<file path="config.mk">
export PLATFORM = sky130hd
export DESIGN_NAME = led_message_scroller
export DESIGN_NICKNAME = d
export VERILOG_FILES = /design/src/rtl/led_pkg.sv /design/src/rtl/scroll_tick_gen.sv /design/src/rtl/led_message_scroller.sv
export SDC_FILE = /design/constraint.sdc
export NUM_CORES = 1
export LEC_CHECK = 0
export CORE_UTILIZATION = 55
export DETAILED_ROUTE_END_ITERATION = 6
export MAX_ROUTING_LAYER = met4
export PLACE_DENSITY = 0.81
export SLEW_MARGIN = 20
export SYNTH_ARGS = -nofsm -noshare
export SYNTH_HDL_FRONTEND = slang
export SYNTH_HIERARCHICAL = 1
export SYNTH_SLANG_ARGS = --single-unit
</file>
<file path="constraint.sdc">
create_clock -name clk -period 4 [get_ports clk]
set_input_delay 0.8 -clock clk [delete_from_list [all_inputs] [get_ports clk]]
set_output_delay 0.8 -clock clk [all_outputs]
set_load 0.005 [all_outputs]
</file>
<file path="src/rtl/led_pkg.sv">
`default_nettype none
// ============================================================================
// Module      : led_pkg
// Description : Shared types and constants for the LED message scroller.
// Revision    : 1.0 - initial release
// ============================================================================
package led_pkg;

    localparam int MSG_LEN  = 16;
    localparam int c_CHAR_W = 4;
    localparam int c_PTR_W  = 4;

    typedef logic [c_CHAR_W-1:0] char_t;
    typedef logic [c_PTR_W-1:0]  ptr_t;

    localparam logic [0:0] c_ST_RUN  = 1'b0;
    localparam logic [0:0] c_ST_HOLD = 1'b1;

    typedef enum logic [0:0] {
        ST_RUN  = c_ST_RUN,
        ST_HOLD = c_ST_HOLD
    } state_t;

endpackage
`default_nettype wire

</file>
<file path="src/rtl/scroll_tick_gen.sv">
`default_nettype none
// ============================================================================
// Module      : scroll_tick_gen
// Description : Prescaler counting 0..PERIOD-1; tick marks the terminal count.
// Revision    : 1.0 - initial release
// ============================================================================
module scroll_tick_gen #(
    parameter int PERIOD = 50_000_000
) (
    input  logic clk,
    input  logic reset,
    input  logic enable,
    input  logic clear,
    output logic tick
);

    localparam int c_CNT_W = (PERIOD > 2) ? $clog2(PERIOD) : 1;
    localparam logic [c_CNT_W-1:0] c_LAST = c_CNT_W'(PERIOD - 1);
    localparam logic [c_CNT_W-1:0] c_ONE  = c_CNT_W'(1);

    logic [c_CNT_W-1:0] r_count;

    // Count holds its value while disabled so a paused scroll resumes mid-period.
    always_ff @(posedge clk) begin
        if (reset || clear) begin
            r_count <= '0;
        end else if (enable) begin
            if (r_count == c_LAST) begin
                r_count <= '0;
            end else begin
                r_count <= r_count + c_ONE;
            end
        end
    end

    assign tick = enable && (r_count == c_LAST);

endmodule
`default_nettype wire

</file>
<file path="src/rtl/led_message_scroller.sv">
`default_nettype none
// ============================================================================
// Module      : led_message_scroller
// Description : Scrolls a four-character window over a 16-entry message store.
// Revision    : 1.0 - initial release
// ============================================================================
module led_message_scroller #(
    parameter int SCROLL_PERIOD = 50_000_000,
    parameter int MSG_LEN       = led_pkg::MSG_LEN
) (
    input  logic       clk,
    input  logic       reset,
    input  logic       pause,
    input  logic       restart,
    input  logic       load_valid,
    input  logic [3:0] load_addr,
    input  logic [3:0] load_data,
    output logic       load_ready,
    output logic [3:0] char3,
    output logic [3:0] char2,
    output logic [3:0] char1,
    output logic [3:0] char0,
    output logic       step_pulse
);

    import led_pkg::*;

    state_t r_state;
    state_t w_state_next;
    ptr_t   r_ptr;
    logic   r_step;
    logic   w_tick;
    logic   w_advance;
    logic   w_wr_en;
    ptr_t   w_idx1;
    ptr_t   w_idx2;
    ptr_t   w_idx3;
    char_t  r_msg [MSG_LEN];

    always_ff @(posedge clk) begin
        if (reset) begin
            r_state <= ST_RUN;
        end else begin
            r_state <= w_state_next;
        end
    end

    always_comb begin
        w_state_next = r_state;
        case (r_state)
            ST_RUN:  if (pause)  w_state_next = ST_HOLD;
            ST_HOLD: if (!pause) w_state_next = ST_RUN;
            default: w_state_next = ST_RUN;
        endcase
    end

    scroll_tick_gen #(
        .PERIOD (SCROLL_PERIOD)
    ) u_tick (
        .clk    (clk),
        .reset  (reset),
        .enable (r_state == ST_RUN),
        .clear  (restart),
        .tick   (w_tick)
    );

    // A restart wins over a terminal count on the same edge.
    assign w_advance = w_tick && !restart;

    always_ff @(posedge clk) begin
        if (reset) begin
            r_ptr  <= '0;
            r_step <= 1'b0;
        end else begin
            r_step <= w_advance;
            if (restart) begin
                r_ptr <= '0;
            end else if (w_advance) begin
                r_ptr <= r_ptr + ptr_t'(1);
            end
        end
    end

    assign load_ready = (r_state == ST_HOLD) && !reset;
    assign w_wr_en    = load_valid && load_ready;

    generate
        for (genvar gi = 0; gi < MSG_LEN; gi++) begin : g_msg
            always_ff @(posedge clk) begin
                if (reset) begin
                    r_msg[gi] <= char_t'(gi);
                end else if (w_wr_en && (load_addr == ptr_t'(gi))) begin
                    r_msg[gi] <= load_data;
                end
            end
        end
    endgenerate

    assign w_idx1 = r_ptr + ptr_t'(1);
    assign w_idx2 = r_ptr + ptr_t'(2);
    assign w_idx3 = r_ptr + ptr_t'(3);

    assign char3      = r_msg[r_ptr];
    assign char2      = r_msg[w_idx1];
    assign char1      = r_msg[w_idx2];
    assign char0      = r_msg[w_idx3];
    assign step_pulse = r_step;

endmodule
`default_nettype wire

</file>
==> impl_metrics.tcl <==
set metrics [dict create \
    vdd_ir_drop_max_mv 0.2572 \
    num_rows 39 \
    regToRegEndpoint "r_ptr[3]$_SDFFE_PP0P_" \
    fp.dieH_um 110.5 \
    min-delay-start "u_tick/r_count[22]$_SDFFE_PP0P_" \
    detail_route.first_pass.iterations 5 \
    drt-total-wl_mm 15.55 \
    ant_nets 0 \
    synth_commonest_cells "edfxtp_1, mux4_2, nor2_1" \
    start_util_pct 56.66 \
    tns_ns 0 \
    clk_latency_ns 0.35 \
    io_pins 31 \
    async_flop_share_pct 0 \
    path_cells "clkinv_1 > ha_1 > buf_12 > nor3b_1 > mux2i_1 > nand4_1 > o211ai_1 > and2_1 > clkdlybuf4s50_1" \
    crit_path_max_incr_delay_ns 0.49 \
    fp.dieW_um 110.5 \
    hp-class "flop to flop" \
    cp_max_fo 47 \
    drt-initial-drc-count 559 \
    cts.sinks 100 \
    crit_buf_inv 3 \
    worst_pin_slew_ns 0.8880 \
    hpwl_mm 11.63 \
    cts_resized 0 \
    synthMuxAreaShare_pct 25.28 \
    yosysTopAreaCell "edfxtp_1" \
    core_area_mm2 0.01142 \
    critPathKind "flop to primary output" \
    grt_max_degree 59 \
    powerDensity_mw_per_mm2 301.6 \
    postCtsSetupBuffers 0 \
    routed_via_density 6.779 \
    synthAdderAreaFrac_pct 1.160 \
    critPathLaunch "r_ptr[0]$_SDFFE_PP0P_" \
    period_share_pct 92.90 \
    cp.depth 9 \
    grt_pass1_wl_mm 24.84 \
    vias 4935 \
    synth_top_area_share_pct 29.70 \
    drc 0 \
    p_total_mw 2.165 \
    r2r_cells 7 \
    min_path_cells 2 \
    synth_ff_type "edfxtp_1" \
    synth_nets 591 \
    ys_seq_area_share_pct 40.84 \
    grt-ovfl-total 0 \
    clk_pin_slew_ns 0.07 \
    fin_skew_ns 0.005628 \
    drv_slew 0 \
    numCtsBuffers 9 \
    rsz0062_at_grt "no" \
    n_antenna_cell 0 \
    synth-xor-area-share_pct 2.707 \
    cpMaxStageDelayCell "clkdlybuf4s50_1" \
    synth_edf_count 64 \
    cp.arrival_ns 2.92 \
    synth_warnings 6 \
    cts_buffer_depth 2 \
    synth-simple-area-share_pct 21.29 \
    holdBufCountCts 0 \
    root_buffer "clkbuf_16" \
    port_buffers 30 \
    die-area_mm2 0.01220 \
    relSlewSlack_pct 40.44 \
    outcome "finished, final reports clean" \
    drive_above_1_share_pct 19.15 \
    maxCapViolCount 0 \
    crit_family "buffers and inverters" \
    p_leak_nw 2.265 \
    area_growth_pct 10.95 \
    hold_viol 0 \
    grt.total_usage_pct 27.03 \
    endpoint "char2[0]" \
    synth.avg_cell_area_um2 11.31 \
    r2r-start "u_tick/r_count[0]$_SDFFE_PP0P_" \
    synth_top_family_by_area "multiplexers" \
    worstPathRequired_ns 3.20 \
    wl_per_cell_um 21.36 \
    synth.most_common_cell "edfxtp_1" \
    fmax_mhz 269.1 \
    worst_setup_path_end_kind "primary output" \
    gp_congestion 1.068 \
    synthTopCellsByArea "edfxtp_1, mux4_2, dfxtp_1" \
    cp-start-kind "flop" \
    tritoncts "done" \
    yosysUniqueCellTypes 46 \
    grt_pass1_vias 4723 \
    syn_inst 572 \
    fin_crit_ns 3.716 \
    synth-compound-area-share_pct 4.815 \
    rrSetupSlack_ns 1.62 \
    synth.ff_latch_count 100 \
    h-tree-depth 3 \
    netlist_area_mm2 0.006470 \
    setup_viol 0 \
    final_nets 599 \
    grt_antenna_before_repair 0 \
]
-- power by group --
group	internal, mW	total [mW]	switching [mW]
Combinational	0.0557	0.118	0.0626
Clock	0.509	0.904	0.395
Sequential	1.11	1.14	0.0288
-- cells by family after synthesis --
logic type / after synthesis
fa+ha+maj: 6
mux: 93
flops: 100
xor+xnor: 20
simple gates: 249
compound gates: 51
buf+inv: 53
-- placed cells by master, fill, tap and decap left out, types with 10 or more instances in the layout --
master	instances
nor2_1	40
nand2_1	39
buf_4	10
or2_2	16
dfxtp_1	35
nand4_1	21
nand3_1	21
mux2i_1	34
a21oi_1	22
mux4_2	56
nor3b_1	13
and2_1	15
clkbuf_16	11
edfxtp_1	64
nand2b_1	10
clkdlybuf4s50_1	30
xor2_1	12
nor3_1	22
-- routing by layer --
layer	GRT usage (%)	routed length, um	vias up	share of wire [%]
met2	40.04	7253	304	47
met5	-	0	-	0
met4	11.82	482	0	3.1
met3	5.982	1630	42	10
met1	36.01	6185	2367	40
li1	-	-	2222	-
-- through the flow --
stage | hold WS, ns | setup WS, ns | instances | utilization, % | cell area (um^2)
floorplan | 0.4494 | 0.6444 | 572 | - | 6470
global placement | 0.4642 | 0.6711 | 712 | 60.06 | 6858
detailed placement | 0.4711 | 0.6632 | 712 | 60.06 | 6858
CTS | 0.4841 | 0.2799 | 728 | 62.86 | 7178
global route | 0.5186 | 0.1171 | 728 | 62.86 | 7178
finish | 0.4840 | 0.2838 | 728 | 62.86 | 7178
-- area by class of cell --
type,count,area (um^2)
Clock buffer,11,275.3
Clock inverter,5,45.04
Fill cell,890,4240
Inverter,8,30.03
Multi-Input combinational cell,419,3590
Sequential cell,100,2644
Tap cell,143,178.9
Timing Repair Buffer,42,415.4
-- worst min-delay path by stage --
stage	end
detailed placement	u_tick/r_count[22]$_SDFFE_PP0P_
finish	u_tick/r_count[22]$_SDFFE_PP0P_
floorplan	u_tick/r_count[22]$_SDFFE_PP0P_
CTS	u_tick/r_count[22]$_SDFFE_PP0P_
global route	u_tick/r_count[22]$_SDFFE_PP0P_
global placement	u_tick/r_count[22]$_SDFFE_PP0P_
-- worst reg2reg max path: stages (launching register included) --
cell	delay [ns]
dfxtp_1	0.43
ha_1	0.23
and3_1	0.21
nand4_1	0.15
nor3_1	0.69
nand3_1	0.18
xor2_1	0.19
nor3_1	0.20
-- state kept, by name, indices dropped and copies added (netlist names), named ones only --
name	cells
r_msg	64
r_ptr	4
r_state	1
step_pulse	1
u_tick/r_count	26
No activity file was read; power rests on OpenSTA's default activity.
